### src/rtl/frame_buffer_rwm_if.sv
// Handshake bundle between the frame buffer, its controller/writer (master side)
// and the downstream reader.
interface frame_buffer_rwm_if #(
    parameter int DATA_W = 8,
    parameter int ADDR_W = 2
);
    logic              enable;
    logic              rw;
    logic              clear;
    logic              in_valid;
    logic              in_ready;
    logic [DATA_W-1:0] data_in;
    logic              out_valid;
    logic              out_ready;
    logic [DATA_W-1:0] data_out;
    logic [ADDR_W-1:0] addr;
    logic              busy;
    logic              done;

    modport master (
        output enable, rw, clear, in_valid, data_in, out_ready,
        input  in_ready, out_valid, data_out, addr, busy, done
    );

    modport slave (
        input  enable, rw, clear, in_valid, data_in, out_ready,
        output in_ready, out_valid, data_out, addr, busy, done
    );
endinterface

### src/rtl/frame_buffer_rwm.sv
// Single-frame pixel buffer: streamed write, streamed read through a one-deep
// output register, and a word-per-cycle clear, all abortable by dropping enable.
module frame_buffer_rwm #(
    parameter int DATA_W = 8,
    parameter int IMG_H  = 2,
    parameter int IMG_W  = 2
) (
    input  logic              clk,
    input  logic              rst,
    frame_buffer_rwm_if.slave bus
);
    localparam int DEPTH  = IMG_H * IMG_W;
    localparam int ADDR_W = (DEPTH > 1) ? $clog2(DEPTH) : 1;
    localparam logic [ADDR_W-1:0] LAST = ADDR_W'(DEPTH - 1);

    typedef enum logic [1:0] {IDLE, WRITE, READ, CLEAR} state_t;

    state_t            state_q, state_d;
    logic [ADDR_W-1:0] addr_q, addr_d;
    logic              out_valid_q, out_valid_d;
    logic [DATA_W-1:0] data_out_q, data_out_d;
    logic              done_q, done_d;
    logic              mem_we;
    logic [DATA_W-1:0] mem_wdata;
    logic [DATA_W-1:0] mem [DEPTH];

    always_comb begin
        state_d     = state_q;
        addr_d      = addr_q;
        out_valid_d = out_valid_q;
        data_out_d  = data_out_q;
        done_d      = 1'b0;
        mem_we      = 1'b0;
        mem_wdata   = bus.data_in;
        case (state_q)
            IDLE: begin
                addr_d      = '0;
                out_valid_d = 1'b0;
                data_out_d  = '0;
                if (bus.enable) begin
                    if (bus.clear)   state_d = CLEAR;
                    else if (bus.rw) state_d = WRITE;
                    else             state_d = READ;
                end
            end
            WRITE, CLEAR: begin
                if (!bus.enable) begin
                    state_d = IDLE;
                    addr_d  = '0;
                end else if (state_q == CLEAR || bus.in_valid) begin
                    mem_we = 1'b1;
                    if (state_q == CLEAR) mem_wdata = '0;
                    if (addr_q == LAST) begin
                        state_d = IDLE;
                        addr_d  = '0;
                        done_d  = 1'b1;
                    end else begin
                        addr_d = addr_q + ADDR_W'(1);
                    end
                end
            end
            READ: begin
                if (!bus.enable) begin
                    state_d     = IDLE;
                    addr_d      = '0;
                    out_valid_d = 1'b0;
                    data_out_d  = '0;
                end else if (!out_valid_q) begin
                    // first cycle in READ only: prime the output register
                    out_valid_d = 1'b1;
                    data_out_d  = mem[addr_q];
                end else if (bus.out_ready) begin
                    if (addr_q == LAST) begin
                        state_d     = IDLE;
                        addr_d      = '0;
                        out_valid_d = 1'b0;
                        data_out_d  = '0;
                        done_d      = 1'b1;
                    end else begin
                        addr_d     = addr_q + ADDR_W'(1);
                        data_out_d = mem[addr_q + ADDR_W'(1)];
                    end
                end
            end
            default: state_d = IDLE;
        endcase
    end

    always_ff @(posedge clk or posedge rst) begin
        if (rst) begin
            state_q     <= IDLE;
            addr_q      <= '0;
            out_valid_q <= 1'b0;
            data_out_q  <= '0;
            done_q      <= 1'b0;
        end else begin
            state_q     <= state_d;
            addr_q      <= addr_d;
            out_valid_q <= out_valid_d;
            data_out_q  <= data_out_d;
            done_q      <= done_d;
        end
    end

    // Storage is deliberately not reset so a partial frame survives rst.
    always_ff @(posedge clk) begin
        if (mem_we) mem[addr_q] <= mem_wdata;
    end

    assign bus.in_ready  = (state_q == WRITE) && bus.enable;
    assign bus.out_valid = out_valid_q;
    assign bus.data_out  = data_out_q;
    assign bus.addr      = addr_q;
    assign bus.busy      = (state_q != IDLE);
    assign bus.done      = done_q;
endmodule

### src/flat_wrapper.sv
// flat-port wrapper written by rule: the top's interface ports become plain ports
module frame_buffer_rwm_flat 
#(
    parameter int DATA_W = 8,
    parameter int IMG_H  = 2,
    parameter int IMG_W  = 2
)
  (clk, rst, bus_enable, bus_rw, bus_clear, bus_in_valid, bus_data_in, bus_out_ready, bus_in_ready, bus_out_valid, bus_data_out, bus_addr, bus_busy, bus_done);
  frame_buffer_rwm_if #(.DATA_W(DATA_W), .ADDR_W((2))) bus_i ();
  input  logic clk;
  input  logic rst;
  input wire logic [$bits(bus_i.enable)-1:0] bus_enable;
  input wire logic [$bits(bus_i.rw)-1:0] bus_rw;
  input wire logic [$bits(bus_i.clear)-1:0] bus_clear;
  input wire logic [$bits(bus_i.in_valid)-1:0] bus_in_valid;
  input wire logic [$bits(bus_i.data_in)-1:0] bus_data_in;
  input wire logic [$bits(bus_i.out_ready)-1:0] bus_out_ready;
  output wire logic [$bits(bus_i.in_ready)-1:0] bus_in_ready;
  output wire logic [$bits(bus_i.out_valid)-1:0] bus_out_valid;
  output wire logic [$bits(bus_i.data_out)-1:0] bus_data_out;
  output wire logic [$bits(bus_i.addr)-1:0] bus_addr;
  output wire logic [$bits(bus_i.busy)-1:0] bus_busy;
  output wire logic [$bits(bus_i.done)-1:0] bus_done;
  assign bus_i.enable = bus_enable;
  assign bus_i.rw = bus_rw;
  assign bus_i.clear = bus_clear;
  assign bus_i.in_valid = bus_in_valid;
  assign bus_i.data_in = bus_data_in;
  assign bus_i.out_ready = bus_out_ready;
  assign bus_in_ready = bus_i.in_ready;
  assign bus_out_valid = bus_i.out_valid;
  assign bus_data_out = bus_i.data_out;
  assign bus_addr = bus_i.addr;
  assign bus_busy = bus_i.busy;
  assign bus_done = bus_i.done;
  frame_buffer_rwm #(.DATA_W(DATA_W), .IMG_H(IMG_H), .IMG_W(IMG_W)) u_core (.clk(clk), .rst(rst), .bus(bus_i));
endmodule
### config.mk
export PLATFORM = sky130hd
export DESIGN_NAME = frame_buffer_rwm_flat
export DESIGN_NICKNAME = d
export VERILOG_FILES = /design/src/rtl/frame_buffer_rwm_if.sv /design/src/rtl/frame_buffer_rwm.sv /design/src/flat_wrapper.sv
export SDC_FILE = /design/constraint.sdc
export NUM_CORES = 1
export LEC_CHECK = 0
export BUFFER_PORTS_ARGS = -buffer_cell sky130_fd_sc_hd__buf_2
export CAP_MARGIN = 30
export CORE_MARGIN = 4
export CORE_UTILIZATION = 45
export DETAILED_ROUTE_END_ITERATION = 8
export GPL_TIMING_DRIVEN = 1
export PLACE_DENSITY = 0.69
export SETUP_SLACK_MARGIN = 0.15
export SLEW_MARGIN = 20
export SYNTH_ARGS = -nofsm -noshare
export SYNTH_HDL_FRONTEND = slang
export SYNTH_SLANG_ARGS = --single-unit
### constraint.sdc
create_clock -name clk -period 2 [get_ports clk]
set_input_delay 0.4 -clock clk [delete_from_list [all_inputs] [get_ports clk]]
set_output_delay 0.4 -clock clk [all_outputs]
set_load 0.1 [all_outputs]
==> Word-level counts from Yosys, hierarchy flattened <==
Memory sizes are Yosys's and may differ from the RTL's.
Cells that the tools add are included.
{ "totals": {"regBits": 14, "latch_bits": 0, "mem_bits_rw": 32, "rom_bits": 0, "inputBits": 15, "output_inout_bits": 14, "word_cells": 68, "memories": 1} }
{ "mem_list": {"columns": ["memory", "words", "width", "read_ports", "rd_ports_with_merged_regs", "wr", "line", "source"], "rows": [
  ["u_core.mem", 4, 8, 2, 0, 1, "frame_buffer_rwm.sv:25", "logic [DATA_W-1:0] mem [DEPTH];"]
]} }
{ "op_classes": {"n_addsub": 1, "mul": 0, "div": 0, "order_cmp": 0, "eq_ne": 9, "shifts": 0, "n_mux": 43, "bitwise_logic": 0, "reduce_logical": 9} }
{ "op_table": {"columns": ["op", "n"], "rows": [
  ["8-bit two-way mux", 8],
  ["2-bit two-way mux", 15],
  ["8-bit one-hot mux with 2 select lines", 1],
  ["1-bit two-way mux", 15],
  ["2-bit one-hot mux with 3 select lines", 2],
  ["2-bit == test (second input constant)", 3],
  ["3-bit by 2-bit != test with 1-bit output (second input constant)", 2],
  ["4-bit != test (second input constant)", 1],
  ["1-bit one-hot mux with 2 select lines", 2],
  ["4-bit AND reduction", 1],
  ["2-bit nonzero test", 2],
  ["3-bit != test (second input constant)", 1],
  ["3-bit AND reduction", 1],
  ["2-bit by 1-bit adder with 2-bit output (second input constant)", 1],
  ["2-bit by 1-bit == test with 1-bit output (second input constant)", 1],
  ["2-bit zero test", 1],
  ["2-bit != test (second input constant)", 1],
  ["2-bit AND reduction", 1],
  ["2-bit OR reduction", 1],
  ["1-bit logical AND", 1],
  ["1-bit logical OR", 1]
]} }

==> Logic depth before layout (Yosys ltp) <==
Gate-level depths: netlist of the first run.
{ "logic_depth": {"depth_word": 7, "ltp_mapped": 8, "depth_no_buf": 5} }

==> Worst setup path after synthesis of the first run <==
No wires, ideal clock.
{ "synth_path": {"path_type": "reg-to-reg", "from": "reg u_core.addr_q[0] (netlist: u_core.bus.addr[0])", "to": "reg u_core.data_out_q[7] (netlist: u_core.bus.data_out[7])", "setup_ps": 122, "arrival_time_ps": 2648, "t_required_ps": 1878, "path_slack_ps": -770, "stages_incl_launch_ff": 9, "n_path_buf": 3, "synth_period_minus_slack_ps": 2770, "path_cell_list": "dfrtp_1 -> buf_6 -> buf_2 -> inv_1 -> ha_1 -> buf_6 -> mux4_2 -> a22oi_1 -> nand2_1"} }
{ "synth_between": {"elab_chain_cells": 7} }
{ "synth_rtl": {"columns": ["element", "line", "source"], "rows": [
  ["start: declaration", "frame_buffer_rwm.sv:19", "logic [ADDR_W-1:0] addr_q, addr_d;"],
  ["start signal: assignment", "frame_buffer_rwm.sv:98", "addr_q <= addr_d;"],
  ["2-bit by 1-bit adder with 2-bit output", "frame_buffer_rwm.sv:81", "data_out_d = mem[addr_q + ADDR_W'(1)];"],
  ["memory 4 x 8 bit", null, null],
  ["8-bit two-way mux", "frame_buffer_rwm.sv:73", "if (addr_q == LAST) begin"],
  ["8-bit two-way mux", "frame_buffer_rwm.sv:72", "end else if (bus.out_ready) begin"],
  ["8-bit two-way mux (*)", "frame_buffer_rwm.sv:68", "end else if (!out_valid_q) begin"],
  ["8-bit two-way mux (*)", "frame_buffer_rwm.sv:63", "if (!bus.enable) begin"],
  ["8-bit one-hot mux with 2 select lines (*)", "frame_buffer_rwm.sv:35", "case (state_q)"],
  ["end signal: assignment", "frame_buffer_rwm.sv:100", "data_out_q <= data_out_d;"],
  ["end: declaration", "frame_buffer_rwm.sv:21", "logic [DATA_W-1:0] data_out_q, data_out_d;"]
]} }
Mark *: on every way between the ends. The rest lies on a longest branch, timed or not. The select of a mux whose other input is x is not followed.
A chain may end at the register's enable or synchronous reset.

==> Worst setup path in the final report of the first run <==
{ "layout_path": {"from": "reg u_core.addr_q[1] (netlist: u_core.bus.addr[1])", "to": "reg u_core.data_out_q[7] (netlist: u_core.bus.data_out[7])"} }
The elaborated chain is that of the path after synthesis.

==> results of run 1 <==
-- sequential cells by signal (all words and copies together), names as in the netlist --
signal and flops:
u_core.mem 32, u_core.bus.addr 2, u_core.bus.data_out 8, u_core.state_q 2, u_core.bus.done 1, u_core.bus.out_valid 1
-- cells by family (layout without fill, tap and decap cells) --
group,Yosys count,after routing,synth area share (%)
and+or+nand+nor,51,51,12.0
DFF,46,46,58.4
muxes,18,18,17.6
AOI/OAI and AO/OA,17,17,5.91
buffers and inverters,11,48,3.29
adders and majority gates,5,5,2.79
-- per-stage QoR --
step	worst slack, ns	cells	power (W)	hold slack, ns
after global placement	0.296	244	0.00165	0.445
after detailed placement	0.276	244	0.00166	0.461
after floorplan	-0.198	148	0.00157	0.289
final	0.259	252	0.00245	0.153
after global routing	0.195	252	0.00256	0.209
after CTS	0.179	252	0.00247	0.175
-- metal layers --
metal / global-route usage [%] / routed length [µm]
met2: 24.9 / 2130
met1: 17.5 / 1740
met5: 0 / 0
met3: 3.44 / 224
met4: 5.24 / 38
-- worst max path at each step --
stage | to | slack, ns | start
final | u_core.bus.data_out[7] | 0.26 | u_core.bus.addr[1]
after global routing | u_core.bus.data_out[4] | 0.20 | u_core.bus.addr[0]
after CTS | bus_addr[1] | 0.18 | u_core.bus.addr[1]
after detailed placement | u_core.bus.data_out[7] | 0.28 | u_core.bus.addr[0]
after global placement | u_core.bus.data_out[7] | 0.30 | u_core.bus.addr[0]
after floorplan | u_core.bus.data_out[7] | -0.20 | u_core.bus.addr[0]
-- power by group through the flow --
| stage | clock (W) | sequential [W] | combinational, W |
|---|---|---|---|
| finish | 0.000814 | 0.00110 | 0.000532 |
| detailed placement | 0 | 0.00112 | 0.000535 |
| floorplan | 0 | 0.00127 | 0.000301 |
| global route | 0.000881 | 0.00111 | 0.000565 |
| CTS | 0.000831 | 0.00110 | 0.000537 |
| global placement | 0 | 0.00112 | 0.000525 |
-- worst max-delay path, delay by kind of cell, from the launching register on --
family / cells / cell delay (ns)
DFF: 1 / 0.49
buffers and inverters: 1 / 0.15
AOI/OAI and AO/OA: 1 / 0.19
muxes: 1 / 0.50
adders and majority gates: 1 / 0.24
and+or+nand+nor: 1 / 0.07
-- cell usage in the layout (no fill, tap or decap), drive strengths merged --
master  instances
ha              5
clkinv          1
nor3b           1
nor2b           3
nand2          22
buf            35
edfxtp         32
o21ai           2
inv             4
a21oi           1
a22oi           9
and2           13
nand2b          1
bufinv          2
nor3            1
o21a            1
a41o            1
nor2            6
mux4           16
clkbuf          6
a311oi          1
a21o            1
nand3           2
dfrtp          14
o221a           1
nor4            1
or2             1
mux2i           2
-- what timing repair did --
action,CTS,global route
gates resized for setup,1,2
buffers inserted,0,0
pin swaps,0,0
setup endpoints to repair,1,2
-- layout make-up --
class / count / area share (%)
Sequential cell: 46 / 49.7
Inverter: 4 / 0.659
Tap cell: 67 / 3.15
Clock buffer: 5 / 2.59
Timing Repair Buffer: 36 / 8.28
Multi-Input combinational cell: 91 / 33.1
Clock inverter: 3 / 2.59
==> flow_summary.yaml, run 1 <==
setup_path:
  rrSetupSlack_ns: 0.26
  cp_slowest_stage_delay_ns: 0.50
  r2r-start: "u_core.bus.addr[1]"
  crit_chain: "inv_1, ha_4, mux4_2, a22oi_1, nand2_1"
  crit_type: "register to register"
  crit_fanout: 9
  end_kind: "register"
  crit_arrival_ns: 1.93
  r2r_end: "u_core.bus.data_out[7]"
  crit_slowest_cell: "mux4_2"
  cp_data_required_time_ns: 2.19
  reg2reg_depth: 5
  start_kind: "register"
sta:
  period_share_pct: 87.0
  report.final.slew_viol_count: 0
  relSlewSlack_pct: 60.5
  finClkSkew_ns: 0.0117
  tightestPinTransition_ns: 0.592
  rsz0062_at_grt: "no"
  clock.fmax_ghz: 0.574
  fin_tns_setup_ns: 0
  fin_crit_ns: 1.74
  final-hold-violation-count: 0
  setup_violations: 0
yosys:
  synth_cell_types: 30
  synth_warnings: 0
  yosys.area.top_type_share_pct: 42.8
  ys.flop_type: "edfxtp_1"
  seq_area_frac_synth_pct: 58.4
  synth_top_area_cell: "edfxtp_1"
  yosysMostFrequentCell: "edfxtp_1"
  synth_edf_count: 32
  synth_area_um2: 2240
  synth.top_cells.by_area: "edfxtp_1, dfrtp_1, mux4_2, mux4_1, and2_1"
  async_flop_share_pct: 30.4
  synth_nets: 168
  syn_avg_cell_area_um2: 15.2
  synth_commonest_cells: "edfxtp_1, nand2_1, dfrtp_1"
  synth-seq-cells: 46
  syn_inst: 148
floorplanning:
  pin_count: 29
  num_rows: 25
  coreArea_um2: 4790
  die_h_um: 78.6
  die-area_um2: 6180
  die_x_um: 78.6
  initial_core_util_pct: 46.9
clocking:
  clock_latency_ns: 0.29
  cts_root_buffer: "clkbuf_8"
  hold_buffers: 0
  cts_tree: "built"
  cts.path.max_buffers: 2
  h-tree-depth: 2
  cts_sinks: 46
  numCtsBuffers: 5
  clk_pin_slew_worst_paths_ns: 0.09
drt:
  wl_mm: 4.14
  vias: 1338
  drc: 0
  wl_per_cell_um: 16.4
  via_per_inst: 5.31
  ant_nets: 0
  first_pass_iters: 4
  drt-initial-drc-count: 50
layout:
  syn_to_final_growth_pct: 18.5
  final_nets: 204
  nFillCells: 406
  multiInputGateArea_um2: 880
  drive_above_1_share_pct: 36.8
  diodes: 0
  fin_util_pct: 55.6
  final_area_um2: 2660
  regArea_um2: 1320
pwr:
  intPower_w: 0.00175
  switchingPower_w: 0.000697
  power_frac_comb_pct: 21.7
  seq_power_share_pct: 45.0
  power_frac_clock_pct: 33.2
  p_sw_share_pct: 28.5
  ir_drop_mv: 0.642
  leakage_nw: 1.06
  powerDensity_nw_per_um2: 921
flow_run:
  cap_violations: 0
placement:
  dp_hpwl_mm: 2.97
  post_dp_cell_area_um2: 2520
  place_congestion: 0.748
  io_buffers: 28
grt:
  grt_pass1_vias: 1413
  grt_max_degree: 16
  overflow: 0
  grt_pass1_wl_mm: 6.76
  antenna_found_initial: 0
  groute.usage.overall_pct: 14.4
hold_path:
  hp-class: "input pin to asynchronous set/reset pin"
run_status:
  outcome: "completed"
No activity file was read; power rests on OpenSTA's default activity.
==> inputs of run 2 (changes only) <==
--- a/config.mk
+++ b/config.mk
@@ -12,6 +12,7 @@
 export DETAILED_ROUTE_END_ITERATION = 8
 export GPL_TIMING_DRIVEN = 1
 export PLACE_DENSITY = 0.69
+export RECOVER_POWER = 50
 export SETUP_SLACK_MARGIN = 0.15
 export SLEW_MARGIN = 20
 export SYNTH_ARGS = -nofsm -noshare
==> constraint.sdc (replaced) <==
create_clock -name clk -period 2 [get_ports clk]
set_input_delay 0.4 -clock clk [delete_from_list [all_inputs] [get_ports clk]]
set_output_delay 0.4 -clock clk [all_outputs]
set_load 0.005 [all_outputs]
==> run 2 against run 1 <==
First-iteration DRC count up 68%. Routed wire length down 0.75%. Combinational power down 36%. Setup slack better by 0.0010 ns. Clock power down 17%. Die area unchanged. Via count up 0.90%. Design area down 2.8%. Sequential share of layout area up 1.1 points. Critical path type unchanged. Largest cell class unchanged. Largest power group unchanged. Highest routed layer unchanged.
==> flow_summary.yaml, run 2 (same netlist as run 1, synthesis figures left out) <==
layout:
  largest_reg_flops: 32
  fin_util_pct: 54.0
  syn_to_final_growth_pct: 15.2
  drive_above_1_share_pct: 30.8
  mostFrequentLayoutCell: "edfxtp_1"
  final_cells: 252
  diodes: 0
  mostFrequentLayoutCells: "edfxtp_1, buf_2, nand2_1"
  regMostFlops: "u_core.mem"
  final_nets: 204
clocking:
  hold_buffers: 0
  cts_setup_buffers: 0
  clock_latency_ns: 0.29
  clk_pin_slew_worst_paths_ns: 0.09
  cts.path.max_buffers: 2
  cts-resized-gates: 0
  cts_root_buffer: "clkbuf_8"
  cts_tree: "built"
  cts_sinks: 46
  numCtsBuffers: 5
  h-tree-depth: 2
placement:
  dp_cells: 244
  place_congestion: 0.788
  dp_hpwl_mm: 2.86
  dp_slack_ns: 0.272
  io_buffers: 28
pwr:
  intPower_w: 0.00161
  power_frac_clock_pct: 32.1
  leakage_nw: 1.02
  ir_drop_mv: 0.407
  switchingPower_w: 0.000503
  power_frac_comb_pct: 16.2
  p_sw_share_pct: 23.8
  powerDensity_nw_per_um2: 818
  seq_power_share_pct: 51.7
drt:
  first_pass_iters: 5
  vias: 1350
  wl_mm: 4.11
  wl_per_cell_um: 16.3
  drt-initial-drc-count: 84
  via_per_inst: 5.36
  ant_nets: 0
  drc: 0
floorplanning:
  die_h_um: 78.6
  coreArea_um2: 4790
  die-area_um2: 6180
  die_x_um: 78.6
  initial_core_util_pct: 46.9
  num_rows: 25
  pin_count: 29
setup_path:
  crit_fanout: 8
  crit_slowest_cell: "nor4_4"
  rrSetupSlack_ns: 0.26
  crit_type: "register to register"
  r2r_end: "u_core.bus.data_out[5]"
  reg2reg_depth: 5
  start_kind: "register"
  crit_arrival_ns: 1.98
  cp_slowest_stage_delay_ns: 0.52
  crit_chain: "buf_4, ha_1, nor4_4, a22oi_1, nand2_1"
  r2r-start: "u_core.bus.addr[0]"
  end_kind: "register"
  cp_data_required_time_ns: 2.24
flow_run:
  cap_violations: 0
sta:
  report.final.slew_viol_count: 0
  fin_tns_setup_ns: 0
  fin_crit_ns: 1.74
  period_share_pct: 87.0
  clock.fmax_ghz: 0.575
  hold-worst-slack_ns: 0.152
  final-hold-violation-count: 0
  rsz0062_at_grt: "no"
  timing.final.ws_setup_ns: 0.260
  relSlewSlack_pct: 60.7
  setup_violations: 0
  finClkSkew_ns: 0.0117
  tightestPinTransition_ns: 0.590
grt:
  antenna_found_initial: 0
  overflow: 0
  grt_pass1_wl_mm: 6.58
  grt_pass1_vias: 1338
  grt_max_degree: 15
  groute.usage.overall_pct: 14.3
hold_path:
  hp-class: "input pin to asynchronous set/reset pin"
run_status:
  outcome: "completed"
==> run 2: changes by cell type in the layout (fill, tap and decap cells not counted), moves of 2 or more <==
cell / previous run / this run
and2_0: 0 / 7
and2_1: 13 / 6
clkbuf_1: 0 / 5
dfrtp_1: 10 / 14
dfrtp_2: 2 / 0
dfrtp_4: 2 / 0
==> run 2: worst max path at each step <==
stage	from	to	slack [ns]
4_1_cts	u_core.bus.addr[0]	u_core.bus.data_out[5]	0.26
3_3_place_gp	u_core.bus.addr[0]	u_core.bus.data_out[0]	0.33
5_1_grt	u_core.bus.addr[0]	u_core.bus.data_out[3]	0.15
2_1_floorplan	u_core.bus.addr[0]	u_core.bus.data_out[7]	0.02
3_5_place_dp	u_core.bus.addr[0]	u_core.bus.data_out[5]	0.27
6_report	u_core.bus.addr[0]	u_core.bus.data_out[5]	0.26
==> run 2: power groups by stage <==
stage,clock [W],combinational (W),sequential (W)
after floorplan,0,0.000268,0.00111
after global placement,0,0.000340,0.00111
final,0.000678,0.000342,0.00109
after CTS,0.000696,0.000352,0.00109
after global routing,0.000743,0.000376,0.00110
after detailed placement,0,0.000350,0.00112
==> run 2: per-layer routing <==
layer | part of all wire, % | wire [µm] | track usage [%]
met2 | 50 | 2070 | 23.8
met1 | 43 | 1760 | 17.7
met5 | 0 | 0 | 0
met4 | 1.5 | 60 | 6.47
met3 | 5.3 | 216 | 3.33
==> run 2: area by class of cell <==
type                            instances  area, µm²
Sequential cell                        46       1310
Clock inverter                          2       37.5
Clock buffer                            6       72.6
Fill cell                             408       2200
Multi-Input combinational cell         91        867
Timing Repair Buffer                   36        195
Inverter                                4       17.5
Tap cell                               67       83.8
==> run 2: worst max-delay path: cells and delay by family (launching register included) <==
family,cells,cell delay [ns]
DFF,1,0.43
buffers and inverters,1,0.19
and+or+nand+nor,2,0.62
AOI/OAI and AO/OA,1,0.18
adders and majority gates,1,0.26
==> run 2: stage by stage <==
stage	total power [W]	instance area, µm²
after CTS	0.00214	2590
after floorplan	0.00138	2270
final	0.00211	2580
after detailed placement	0.00147	2480
after global placement	0.00145	2480
after global routing	0.00222	2580
==> inputs of run 3 (changes only) <==
--- a/config.mk
+++ b/config.mk
@@ -11,7 +11,7 @@
 export CORE_UTILIZATION = 45
 export DETAILED_ROUTE_END_ITERATION = 8
 export GPL_TIMING_DRIVEN = 1
-export PLACE_DENSITY = 0.69
+export PLACE_DENSITY = 0.67
 export RECOVER_POWER = 50
 export SETUP_SLACK_MARGIN = 0.15
 export SLEW_MARGIN = 20
==> constraint.sdc (replaced) <==
create_clock -name clk -period 2.2 [get_ports clk]
set_input_delay 0.44 -clock clk [delete_from_list [all_inputs] [get_ports clk]]
set_output_delay 0.44 -clock clk [all_outputs]
set_load 0.005 [all_outputs]
==> run 3 against run 2 <==
Core utilization shrank 0.86 points. Fmax fell by 8.5%. Sequential share of layout area increased by 0.82 points. Die area did not move. Combinational power is 12% lower. Critical path depth fell by 2. Final cell count fell by 1.2%. First-iteration DRC count shrank 39%. Largest power group unchanged. Highest routed layer unchanged.
==> flow_summary.yaml, run 3 (same netlist as run 1, synthesis figures left out) <==
floorplanning:
  initial_core_util_pct: 46.9
  num_rows: 25
  coreArea_um2: 4790
  die_x_um: 78.6
  pin_count: 29
  die_h_um: 78.6
  die-area_um2: 6180
clocking:
  hold_buffers: 0
  cts_tree: "built"
  cts_root_buffer: "clkbuf_8"
  clock_latency_ns: 0.29
  cts.path.max_buffers: 2
  numCtsBuffers: 5
  h-tree-depth: 2
  cts_setup_buffers: 0
  cts_sinks: 46
  cts-resized-gates: 0
  clk_pin_slew_worst_paths_ns: 0.09
setup_path:
  rrSetupSlack_ns: 0.30
  crit_slowest_cell: "dfrtp_1"
  reg2reg_depth: 3
  crit_fanout: 8
  r2r-start: "u_core.state_q[0]"
  critPathBufInv: 1
  crit_chain: "clkbuf_1, nand3_1, and2_0"
  path_delay_family: "simple AND/OR/NAND/NOR gates"
  end_kind: "register"
  start_kind: "register"
  r2r_end: "u_core.mem[1][7]"
  cp_data_required_time_ns: 2.23
  crit_type: "register to register"
  crit_arrival_ns: 1.93
  cp_slowest_stage_delay_ns: 0.45
layout:
  largest_reg_flops: 32
  diodes: 0
  final_nets: 201
  final_area_um2: 2540
  syn_to_final_growth_pct: 13.3
  fin_util_pct: 53.2
  drive_above_1_share_pct: 29.1
  mostFrequentLayoutCells: "edfxtp_1, buf_2, nand2_1"
  mostFrequentLayoutCell: "edfxtp_1"
  regMostFlops: "u_core.mem"
drt:
  wl_met3_um: 173
  drt-initial-drc-count: 51
  wl_per_cell_um: 17.1
  wl_met2_mm: 2.36
  via_per_inst: 5.34
  top_layer_used: "met4"
  wl_mm: 4.26
  drc: 0
  first_pass_iters: 4
  ant_nets: 0
  wl_met1_mm: 1.69
  vias: 1329
sta:
  tightestPinTransition_ns: 0.591
  setup_violations: 0
  fin_tns_setup_ns: 0
  final-hold-violation-count: 0
  clock.fmax_ghz: 0.526
  hold-worst-slack_ns: 0.182
  period_share_pct: 86.4
  rsz0062_at_grt: "no"
  fin_crit_ns: 1.90
  relSlewSlack_pct: 60.4
  finClkSkew_ns: 0.00987
  report.final.slew_viol_count: 0
grt:
  grt_pass1_wl_mm: 7.27
  overflow: 0
  antenna_found_initial: 0
  groute.usage.overall_pct: 15.6
  grt_pass1_vias: 1483
  grt_max_degree: 15
placement:
  post_dp_cell_area_um2: 2450
  place_congestion: 0.789
  dp_hpwl_mm: 3.18
  io_buffers: 28
run_status:
  outcome: "completed"
pwr:
  ir_drop_mv: 0.463
  leakage_nw: 1.01
  powerDensity_nw_per_um2: 751
hold_path:
  hp-class: "input pin to asynchronous set/reset pin"
flow_run:
  cap_violations: 0
-- run 3: cell types whose count changed in the layout (fill, tap and decap cells not counted), moves of 2 or more --
cell	change
buf_4	-5
clkbuf_2	+2
and2_1	+2
and2_0	-2
-- run 3: cell type report --
| cell class | instances | area, µm² |
|---|---|---|
| Fill cell | 404 | 2240 |
| Sequential cell | 46 | 1310 |
| Multi-Input combinational cell | 91 | 855 |
| Timing Repair Buffer | 33 | 169 |
| Tap cell | 67 | 83.8 |
| Clock buffer | 6 | 72.6 |
| Clock inverter | 2 | 37.5 |
| Inverter | 4 | 15.0 |
-- run 3: per-stage QoR --
step | worst slack, ns | power (W) | cells
after floorplan | 0.159 | 0.00125 | 148
after global placement | 0.442 | 0.00131 | 241
after detailed placement | 0.432 | 0.00133 | 241
after CTS | 0.408 | 0.00194 | 249
after global routing | 0.183 | 0.00201 | 249
final | 0.299 | 0.00191 | 249
-- run 3: power breakdown --
group	internal [W]	switching [W]	total (W)
sequential	0.000966	0.0000262	0.000992
combinational	0.000151	0.000152	0.000302
clock	0.000339	0.000278	0.000617
-- run 3: worst reg2reg max path, delay by kind of cell (launching register included) --
kind	cells	cell delay, ns
and+or+nand+nor	2	0.80
DFF	1	0.45
buffers and inverters	1	0.39
-- run 3: worst max-delay path by stage --
| stage | startpoint | to | slack [ns] | cells past startpoint |
|---|---|---|---|---|
| floorplan | u_core.bus.addr[0] | u_core.bus.data_out[7] | 0.16 | 8 |
| finish | u_core.state_q[0] | u_core.mem[1][7] | 0.30 | 3 |
| global route | u_core.state_q[0] | u_core.mem[2][7] | 0.18 | 3 |
| detailed placement | u_core.bus.addr[1] | u_core.bus.data_out[5] | 0.43 | 5 |
| CTS | u_core.bus.addr[1] | u_core.bus.data_out[5] | 0.41 | 5 |
| global placement | u_core.bus.addr[0] | u_core.bus.data_out[5] | 0.44 | 5 |
-- run 3: routing by layer --
layer / track usage [%] / vias to the layer above
met5: 0 / -
li1: - / 631
met4: 5.59 / 0
met3: 3.44 / 4
met2: 28.8 / 25
met1: 17.7 / 669
